### config.mk
export PLATFORM = sky130hd
export DESIGN_NAME = seg_scan_flat
export DESIGN_NICKNAME = d
export VERILOG_FILES = /design/src/rtl/seg_scan_pkg.sv /design/src/rtl/seg_scan_if.sv /design/src/rtl/seg_scan_tick.sv /design/src/rtl/seg_scan.sv /design/src/flat_wrapper.sv
export SDC_FILE = /design/constraint.sdc
export NUM_CORES = 1
export LEC_CHECK = 0
export CAP_MARGIN = 40
export CORE_ASPECT_RATIO = 1.1
export CORE_MARGIN = 5
export CORE_UTILIZATION = 53
export DETAILED_ROUTE_END_ITERATION = 10
export PLACE_DENSITY = 0.8
export SYNTH_ARGS = -nofsm -noshare
export SYNTH_HDL_FRONTEND = slang
export SYNTH_HIERARCHICAL = 1
export SYNTH_SLANG_ARGS = --single-unit
### constraint.sdc
create_clock -name clk -period 4.15 [get_ports clk]
set_input_delay 0.83 -clock clk [delete_from_list [all_inputs] [get_ports clk]]
set_output_delay 0.83 -clock clk [all_outputs]
set_load 0.03 [all_outputs]
### src/rtl/seg_scan_pkg.sv
// Shared types, constants and helpers for the 7-segment digit scanner.
package seg_scan_pkg;

    // Per-slot phase: anodes dark while the decoder settles, then lit.
    typedef enum logic {
        ST_BLANK = 1'b0,
        ST_SHOW  = 1'b1
    } scan_state_t;

    // Segment and anode lines are active-low, so "off" is a 1.
    localparam logic SEG_OFF = 1'b1;

    // Counter/index width that stays at least one bit for tiny ranges.
    function automatic int unsigned clog2(input int unsigned n);
        return (n <= 2) ? 1 : $clog2(n);
    endfunction

endpackage

### src/rtl/seg_scan_if.sv
// Digit data in, multiplexed display drive out.
// master = the clock logic that owns the digit values; slave = the scanner.
interface seg_scan_if
    import seg_scan_pkg::*;
#(
    parameter int NUM_DIGITS = 8
);
    localparam int IDX_W = clog2(NUM_DIGITS);

    logic [4*NUM_DIGITS-1:0] digits_i;
    logic [NUM_DIGITS-1:0]   dp_i;
    logic [NUM_DIGITS-1:0]   en_i;
    logic [3:0]              bcd_o;
    logic [NUM_DIGITS-1:0]   an_o;
    logic                    dp_o;
    logic [IDX_W-1:0]        digit_idx_o;
    logic                    frame_o;

    modport master (
        output digits_i, dp_i, en_i,
        input  bcd_o, an_o, dp_o, digit_idx_o, frame_o
    );

    modport slave (
        input  digits_i, dp_i, en_i,
        output bcd_o, an_o, dp_o, digit_idx_o, frame_o
    );

endinterface

### src/rtl/seg_scan_tick.sv
// Slot timer: counts 0..SCAN_DIV-1 and flags the end of the blanking
// window and the last cycle of each digit slot.
module seg_scan_tick
    import seg_scan_pkg::*;
#(
    parameter int SCAN_DIV     = 100000,
    parameter int BLANK_CYCLES = 1000,
    parameter int CNT_W        = clog2(SCAN_DIV)
) (
    input  logic             clk,
    input  logic             rst,
    output logic [CNT_W-1:0] cnt,
    output logic             end_of_slot,
    output logic             blank_done
);

    localparam logic [CNT_W-1:0] CNT_LAST   = CNT_W'(SCAN_DIV - 1);
    localparam logic [CNT_W-1:0] BLANK_LAST = CNT_W'((BLANK_CYCLES == 0) ? 0 : BLANK_CYCLES - 1);

    assign end_of_slot = (cnt == CNT_LAST);
    assign blank_done  = (BLANK_CYCLES != 0) && (cnt == BLANK_LAST);

    // Free-running slot counter, restarted by reset.
    always_ff @(posedge clk) begin
        // NOTE: sequential state uses non-blocking assignments so every flop samples pre-edge values.
        if (rst) begin
            cnt <= '0;
        end else if (end_of_slot) begin
            cnt <= '0;
        end else begin
            cnt <= cnt + CNT_W'(1);
        end
    end

endmodule

### src/rtl/seg_scan.sv
// Time-multiplexed scanner for a common-anode multi-digit 7-segment display.
// Drives one BCD nibble and one active-low anode per slot, with a dark gap at
// the start of every slot; digit data is frozen once per frame.
module seg_scan
    import seg_scan_pkg::*;
#(
    parameter int NUM_DIGITS   = 8,
    parameter int SCAN_DIV     = 100000,
    parameter int BLANK_CYCLES = 1000
) (
    input  logic     clk,
    input  logic     rst,
    seg_scan_if.slave bus
);

    localparam int IDX_W = clog2(NUM_DIGITS);
    localparam int CNT_W = clog2(SCAN_DIV);

    localparam logic [IDX_W-1:0] IDX_LAST = IDX_W'(NUM_DIGITS - 1);
    localparam scan_state_t      ST_FIRST = (BLANK_CYCLES != 0) ? ST_BLANK : ST_SHOW;

    localparam bit CFG_OK = (NUM_DIGITS >= 2) && (SCAN_DIV >= 1) &&
                            (BLANK_CYCLES >= 0) && (BLANK_CYCLES < SCAN_DIV);

    generate
        if (!CFG_OK) begin : g_cfg_check
            $error("seg_scan: need NUM_DIGITS >= 2 and 0 <= BLANK_CYCLES < SCAN_DIV");
        end
    endgenerate

    // Slot position of the upcoming edge: cnt within the slot, idx_q the digit.
    logic [CNT_W-1:0] cnt;
    logic             end_of_slot;
    logic             blank_done;
    logic [IDX_W-1:0] idx_q;

    scan_state_t state_q, state_d;

    // Frozen copy of the digit data for the frame in progress.
    logic [NUM_DIGITS-1:0][3:0] snap_digits;
    logic [NUM_DIGITS-1:0]      snap_dp;
    logic [NUM_DIGITS-1:0]      snap_en;

    // Data visible to the current edge: the live inputs on the snapshot edge,
    // the frozen copy everywhere else, so slot 0 uses the fresh snapshot.
    logic [NUM_DIGITS-1:0][3:0] cur_digits;
    logic [NUM_DIGITS-1:0]      cur_dp;
    logic [NUM_DIGITS-1:0]      cur_en;
    logic                       frame_edge;

    logic [NUM_DIGITS-1:0] an_d;
    logic                  dp_d;

    seg_scan_tick #(
        .SCAN_DIV     (SCAN_DIV),
        .BLANK_CYCLES (BLANK_CYCLES),
        .CNT_W        (CNT_W)
    ) u_tick (
        .clk         (clk),
        .rst         (rst),
        .cnt         (cnt),
        .end_of_slot (end_of_slot),
        .blank_done  (blank_done)
    );

    assign frame_edge = (cnt == '0) && (idx_q == '0);

    // Select live or frozen digit data for this edge.
    always_comb begin
        cur_digits = snap_digits;
        cur_dp     = snap_dp;
        cur_en     = snap_en;
        if (frame_edge) begin
            cur_digits = bus.digits_i;
            cur_dp     = bus.dp_i;
            cur_en     = bus.en_i;
        end
    end

    // Phase FSM next state and the anode/dp drive for this edge.
    always_comb begin
        // NOTE: every output of this block gets a default first, so no path can infer a latch.
        state_d = state_q;
        an_d    = '1;
        dp_d    = SEG_OFF;
        case (state_q)
            ST_BLANK: begin
                if (blank_done) begin
                    state_d = ST_SHOW;
                end
            end
            ST_SHOW: begin
                an_d[idx_q] = ~cur_en[idx_q];
                dp_d        = ~(cur_dp[idx_q] & cur_en[idx_q]);
                if (end_of_slot && (BLANK_CYCLES != 0)) begin
                    state_d = ST_BLANK;
                end
            end
            default: state_d = ST_FIRST;
        endcase
    end

    // Phase register and digit index, advanced at each slot wrap.
    always_ff @(posedge clk) begin
        if (rst) begin
            state_q <= ST_FIRST;
            idx_q   <= '0;
        end else begin
            state_q <= state_d;
            if (end_of_slot) begin
                idx_q <= (idx_q == IDX_LAST) ? '0 : idx_q + IDX_W'(1);
            end
        end
    end

    // Capture digit data once per frame, on the first edge of slot 0.
    always_ff @(posedge clk) begin
        // NOTE: the snapshot is a handful of flops, not a RAM, so it is reset to give a dark, known first frame.
        if (rst) begin
            snap_digits <= '0;
            snap_dp     <= '0;
            snap_en     <= '0;
        end else if (frame_edge) begin
            snap_digits <= bus.digits_i;
            snap_dp     <= bus.dp_i;
            snap_en     <= bus.en_i;
        end
    end

    // Registered display drive; no input reaches an output without a flop.
    always_ff @(posedge clk) begin
        if (rst) begin
            bus.bcd_o       <= '0;
            bus.an_o        <= '1;
            bus.dp_o        <= SEG_OFF;
            bus.digit_idx_o <= '0;
            bus.frame_o     <= 1'b0;
        end else begin
            bus.bcd_o       <= cur_digits[idx_q];
            bus.an_o        <= an_d;
            bus.dp_o        <= dp_d;
            bus.digit_idx_o <= idx_q;
            bus.frame_o     <= frame_edge;
        end
    end

endmodule

### src/flat_wrapper.sv
// flat-port wrapper written by rule: the top's interface ports become plain ports
module seg_scan_flat import seg_scan_pkg::*;
#(
    parameter int NUM_DIGITS   = 8,
    parameter int SCAN_DIV     = 100000,
    parameter int BLANK_CYCLES = 1000
)
  (clk, rst, bus_digits_i, bus_dp_i, bus_en_i, bus_bcd_o, bus_an_o, bus_dp_o, bus_digit_idx_o, bus_frame_o);
  seg_scan_if #(.NUM_DIGITS(NUM_DIGITS)) bus_i ();
  input  logic clk;
  input  logic rst;
  input wire logic [$bits(bus_i.digits_i)-1:0] bus_digits_i;
  input wire logic [$bits(bus_i.dp_i)-1:0] bus_dp_i;
  input wire logic [$bits(bus_i.en_i)-1:0] bus_en_i;
  output wire logic [$bits(bus_i.bcd_o)-1:0] bus_bcd_o;
  output wire logic [$bits(bus_i.an_o)-1:0] bus_an_o;
  output wire logic [$bits(bus_i.dp_o)-1:0] bus_dp_o;
  output wire logic [$bits(bus_i.digit_idx_o)-1:0] bus_digit_idx_o;
  output wire logic [$bits(bus_i.frame_o)-1:0] bus_frame_o;
  assign bus_i.digits_i = bus_digits_i;
  assign bus_i.dp_i = bus_dp_i;
  assign bus_i.en_i = bus_en_i;
  assign bus_bcd_o = bus_i.bcd_o;
  assign bus_an_o = bus_i.an_o;
  assign bus_dp_o = bus_i.dp_o;
  assign bus_digit_idx_o = bus_i.digit_idx_o;
  assign bus_frame_o = bus_i.frame_o;
  seg_scan #(.NUM_DIGITS(NUM_DIGITS), .SCAN_DIV(SCAN_DIV), .BLANK_CYCLES(BLANK_CYCLES)) u_core (.clk(clk), .rst(rst), .bus(bus_i));
endmodule
==> results of run 1 <==
## power by group through the flow
stage               registers, mW  logic [mW]  clock network (mW)
global placement            0.921       0.288                   0
CTS                         0.905       0.296               0.632
floorplan                   0.924       0.200                   0
detailed placement          0.924       0.295                   0
global route                0.910       0.325               0.667
finish                      0.905       0.296               0.621
## cells in the mapped netlist (7+ instances only)
library cell	n
nor4_1	10
a21oi_1	51
dfxtp_1	86
clkbuf_1	23
xnor2_1	13
nand2_1	107
nand4_1	19
mux2i_1	8
nor3_1	7
mux4_2	10
nor2_1	37
nand3_1	11
## worst max-delay path: cells and delay by family (launching register included)
family	cells	cell delay, ns
adder cells (fa/ha/maj)	1	0.38
AO/OA/AOI/OAI	2	0.28
flip-flops	1	0.34
buffers and inverters	1	0.44
AND/OR/NAND/NOR	3	1.02
multiplexers	1	0.63
## placed cells by master (no fill, tap or decap), types with 2 or more instances in the layout
cell,count
a21oi_1,51
nor4_1,10
dfxtp_1,86
buf_4,5
nor2_1,36
mux4_2,10
a22oi_1,3
clkdlybuf4s50_1,65
a31oi_1,2
nor3_1,7
xnor2_1,13
inv_6,2
mux4_1,3
inv_1,5
or3_1,2
nand3_1,11
clkinv_1,2
nand2_1,107
a211o_1,2
o21ai_0,5
a211oi_1,3
nand4_1,19
clkbuf_8,10
mux2i_1,8
nor4_4,2
ha_1,5
nand2b_1,2
a221o_1,2
xor2_1,2
nor4b_1,2
## layout make-up
class                      instances  area, µm²
fill                             626       2572
clock inverter                     6      75.07
timing repair buffer              71      693.2
multi-input combinational        329       2056
clock buffer                      10      137.6
inverter                           7      26.28
sequential                        86       1722
tap                               87      108.9
## worst max-delay path by stage
stage / from / endpoint / slack [ns] / depth (start not counted)
2_1_floorplan: u_core/idx_q[1] / u_core/bus.bcd_o[1] / 1.28 / 12
3_3_place_gp: u_core/idx_q[1] / u_core/bus.bcd_o[1] / 0.99 / 8
3_5_place_dp: u_core/idx_q[1] / u_core/bus.bcd_o[1] / 0.93 / 8
4_1_cts: u_core/idx_q[1] / u_core/bus.bcd_o[1] / 0.92 / 8
5_1_grt: u_core/idx_q[1] / u_core/bus.bcd_o[1] / 0.70 / 8
6_report: u_core/idx_q[1] / u_core/bus.bcd_o[1] / 0.90 / 8
## logic make-up (layout without fill, tap and decap cells)
| group | Yosys count | count (layout) |
|---|---|---|
| flops | 86 | 86 |
| mux | 22 | 22 |
| buf+inv | 42 | 94 |
| compound gates | 80 | 80 |
| fa+ha+maj | 5 | 5 |
| simple gates | 207 | 207 |
| xor+xnor | 15 | 15 |
## layer usage
layer  track usage  vias to the layer above  wire length [µm]
met5             0                        -                 0
met4       0.05714                        0                72
met3       0.04406                        4               506
met2        0.3410                       94              4654
met1        0.2722                     1608              4214
li1              -                     1698                 -
## state kept, by name, indices dropped and copies added (netlist names)
register                flops
u_core/bus.an_o             8
u_core/bus.digit_idx_o      3
u_core/bus.dp_o             1
u_core/snap_dp              8
u_core/u_tick/cnt          17
u_core/state_q              1
u_core/snap_en              8
u_core/bus.bcd_o            4
u_core/bus.frame_o          1
u_core/idx_q                3
u_core/snap_digits         32
## per-stage QoR
| stage | power (mW) | hold slack [ns] | std cells | util |
|---|---|---|---|---|
| floorplan | 1.123 | 0.4265 | 457 | - |
| global placement | 1.209 | 0.4333 | 580 | 0.6232 |
| detailed placement | 1.219 | 0.4418 | 580 | 0.6232 |
| CTS | 1.833 | 0.4542 | 596 | 0.6519 |
| global route | 1.903 | 0.4749 | 596 | 0.6519 |
| finish | 1.823 | 0.4515 | 596 | 0.6519 |
==> results.toml, run 1 <==
[power_and_ir_drop]
max-vdd-ir-drop_uv = 173.1
combPwrFrac = 0.162
power.density_nw_per_um2 = 378.3
p_sw_mw = 0.4998
intPower_mw = 1.323
p_leak_nw = 1.726
netSwitchingFraction = 0.2742
seq_power_share = 0.497
p_clk_frac = 0.341

[clocking]
post-cts-setup-buffer-count = 0
clk_pin_slew_ns = 0.09
clk_path_buf_depth = 2
cts_tree = "built"
clockRootBuffer = "clkbuf_8"
cts_hold_buf = 0
clock-sinks = 86
cts-buffers-inserted = 9
cts.repair.resized = 0
htreeDepth = 3
clk_latency_ns = 0.35

[route]
via_per_inst = 5.711
wire_per_inst_um = 15.85
drcViolationCount = 0
first_iter_violations = 219
via_count = 3404
totalWireLength_um = 9447
drt_pass1_iterations = 4
ant_nets = 0

[place]
hpwl_um = 6483
numPortBuffers = 66
place.gp.congestion = 0.8897
post_dp_cell_area_um2 = 4606
dp_slack_ns = 0.9346

[die]
die_height_um = 100.7
fp.dieArea_um2 = 9310
coreArea_um2 = 7391
start_util = 0.5363
ios = 67
die_w_um = 92.46
std_cell_rows = 33

[timing]
drv_slew = 0
worst_pin_slew_ns = 0.6763
rsz0062_at_grt = "no"
tns_ns = 0
fmaxAchievable_mhz = 307.7
finalHoldViolCount = 0
relSlewSlack = 0.5487
setup_ws_ns = 0.9006
fin_skew_ns = 0.01308
post-route-period-util = 0.7830
finalCriticalPeriod_ns = 3.249
setup_viol = 0

[logic_synthesis]
yosys.area.top_type = "dfxtp_1"
synth_top_family_by_area = "simple AND/OR/NAND/NOR gates"
synthTopCellsByArea = "dfxtp_1, nand2_1, a21oi_1"
synthXorXnorAreaFrac = 0.03314
async_flop_share = 0
yosysSeqAreaShare = 0.4343
synthesis.area_um2 = 3964
synthAdderAreaFrac = 0.01578
syn_nets = 512
ys_types = 52
synth_edf_count = 0
syn_area_per_cell_um2 = 8.674
yosysWarnings = 6
yosys.area_share.simple = 0.2446
synth_mux_area_frac = 0.09975
synth-main-ff-cell = "dfxtp_1"
synth_compound_area_frac = 0.1234
synth_cells = 457
synth-seq-cells = 86
yosysTopAreaCellShare = 0.4343

[cells_and_area]
area.growth.synth_to_final_pct = 21.56
diodes = 0
nNetsFinal = 559
design_area_um2 = 4818
drive_above_1_share = 0.08055

[critical_path]
worst-r2r-setup-slack_ns = 0.90
crit_path_end_kind = "flop"
crit_chain = "clkinv_1, ha_1, nor4b_1, and4_1, nand2_4, mux4_1, a22oi_1, a31oi_1"
crit_type = "reg -> reg"
cpPeakStageDelay_ns = 0.63
r2r_start = "u_core/idx_q[1]"
critPathLaunchType = "flop"
reg2reg_to = "u_core/bus.bcd_o[1]"
r2r_cells = 8
crit_arrival_ns = 3.47
cp.required_ns = 4.37
slowest_stage = "mux4_1"
path_max_fanout = 59

[global_route]
track_usage = 0.2056
grt_first_pass_wirelength_um = 15310
antenna_found_initial = 0
grt_pass1_vias = 3244
grt-ovfl-total = 0
grt_max_degree = 63

[job]
cap_violations = 0

[worst_hold_path]
min_delay_path_depth = 2
worstHoldStart = "u_core/snap_digits[22]"
min_path_type = "reg -> reg"
hold_end = "u_core/snap_digits[22]"

[outcome]
status = "completed"
(Power assumes the default switching activity.)
==> run 2: changes to the inputs <==
==> constraint.sdc (replaced) <==
create_clock -name clk -period 3.1 [get_ports clk]
set_input_delay 0.62 -clock clk [delete_from_list [all_inputs] [get_ports clk]]
set_output_delay 0.62 -clock clk [all_outputs]
set_load 0.03 [all_outputs]
==> results.toml, run 2 (same netlist as run 1, synthesis figures left out) <==
[die]
ios = 67
fp.dieArea_um2 = 9310
std_cell_rows = 33
start_util = 0.5363
coreArea_um2 = 7391
die_w_um = 92.46
die_height_um = 100.7

[worst_hold_path]
worstHoldStart = "u_core/snap_digits[12]"
min_path_type = "reg -> reg"
hold_end = "u_core/snap_digits[12]"
min_delay_path_depth = 2

[timing]
rsz0062_at_grt = "no"
finalHoldViolCount = 0
finalCriticalPeriod_ns = 2.782
fmaxAchievable_mhz = 359.4
setup_viol = 0
worst_pin_slew_ns = 0.6039
fin_skew_ns = 0.01481
relSlewSlack = 0.5974
post-route-period-util = 0.8976
drv_slew = 0
tns_ns = 0

[cells_and_area]
nFillCells = 617
nNetsFinal = 566
design_area_um2 = 4848
diodes = 0
top_register = "u_core/snap_digits"
top_regs = "u_core/snap_digits x32, u_core/u_tick/cnt x17"
final_common_cell = "nand2_1"
final_cell_mix = "nand2_1, dfxtp_1, clkdlybuf4s50_1, a21oi_1, nor2_1"
seqCellArea_um2 = 1722
multi_input_area_um2 = 2056
finalNonFillerCells = 603
area.growth.synth_to_final_pct = 22.32
drive_above_1_share = 0.09302
largest_reg_flops = 32

[global_route]
track_usage = 0.2167
grt-ovfl-total = 0
antenna_found_initial = 0
grt_pass1_vias = 3296
grt_first_pass_wirelength_um = 16060
grt_max_degree = 45

[job]
cap_violations = 0

[critical_path]
worst-r2r-setup-slack_ns = 0.32
crit_path_end_kind = "flop"
cp.required_ns = 3.32
path_max_fanout = 44
crit_type = "reg -> reg"
crit_path_start = "u_core/idx_q[0]"
critPathLaunchType = "flop"
reg2reg_to = "u_core/bus.an_o[6]"
r2r_start = "u_core/idx_q[0]"
crit_arrival_ns = 3.00
r2r_cells = 8

[route]
first_iter_violations = 208
via_per_inst = 5.788
wire_per_inst_um = 16.31
ant_nets = 0
totalWireLength_um = 9836
via_count = 3490
drt_pass1_iterations = 5
drcViolationCount = 0

[clocking]
clk_path_buf_depth = 2
cts_hold_buf = 0
post-cts-setup-buffer-count = 0
cts-buffers-inserted = 9
cts_tree = "built"
cts.repair.resized = 0
clockRootBuffer = "clkbuf_8"
htreeDepth = 3
clk_latency_ns = 0.36
clk_pin_slew_ns = 0.09
clock-sinks = 86

[place]
hpwl_um = 6951
numPortBuffers = 66
dpl.cell_count = 587
post_dp_cell_area_um2 = 4658
place.gp.congestion = 0.8657

[outcome]
status = "completed"

[power_and_ir_drop]
power_mw = 2.368
power.density_nw_per_um2 = 488.3
p_leak_nw = 1.743
max-vdd-ir-drop_uv = 273.0
==> run 2: through the flow <==
step / hold WS (ns) / util / worst slack, ns
detailed placement: 0.4415 / 0.6303 / 0.3703
CTS: 0.4519 / 0.6560 / 0.3394
global placement: 0.4337 / 0.6303 / 0.4808
global route: 0.4697 / 0.6560 / 0.08682
finish: 0.4519 / 0.6560 / 0.3176
floorplan: 0.4265 / - / 0.2323
==> run 2: where the power goes <==
part	total, mW	switching [mW]	leakage [nW]	internal, mW
Sequential	1.21	0.0372	0.704	1.17
Clock	0.749	0.425	0.0910	0.324
Combinational	0.407	0.210	0.949	0.198
Total	2.37	0.672	1.74	1.70
==> run 2: layer usage <==
metal | vias to the layer above | global-route usage | share of wire
met5 | - | 0 | 0
met4 | 0 | 0.08343 | 0.018
met3 | 14 | 0.03361 | 0.059
met2 | 110 | 0.3622 | 0.50
met1 | 1659 | 0.2829 | 0.43
li1 | 1707 | - | -
==> run 2: worst max-delay path, cell delays in order (launching register included) <==
cell and delay, ns:
dfxtp_1 0.32, inv_1 0.07, ha_1 0.15, nor4b_1 0.32, and4_1 0.47, nand2_4 0.37, a221o_1 0.44, a211oi_4 0.33
nand4_1 0.15
==> run 2: cell type report <==
cell class / count / share of cell area
Multi-Input combinational cell: 329 / 0.4240
Sequential cell: 86 / 0.3551
Timing Repair Buffer: 78 / 0.1538
Clock buffer: 10 / 0.02839
Tap cell: 87 / 0.02245
Clock inverter: 6 / 0.01084
Inverter: 7 / 0.005419
==> run 2: how the worst max path moves through the flow <==
stage	end	slack (ns)	cells past startpoint
5_1_grt	u_core/bus.an_o[6]	0.09	8
6_report	u_core/bus.an_o[6]	0.32	8
4_1_cts	u_core/bus.an_o[6]	0.34	8
3_3_place_gp	u_core/bus.an_o[6]	0.48	8
3_5_place_dp	u_core/bus.an_o[6]	0.37	8
2_1_floorplan	u_core/bus.bcd_o[1]	0.23	12
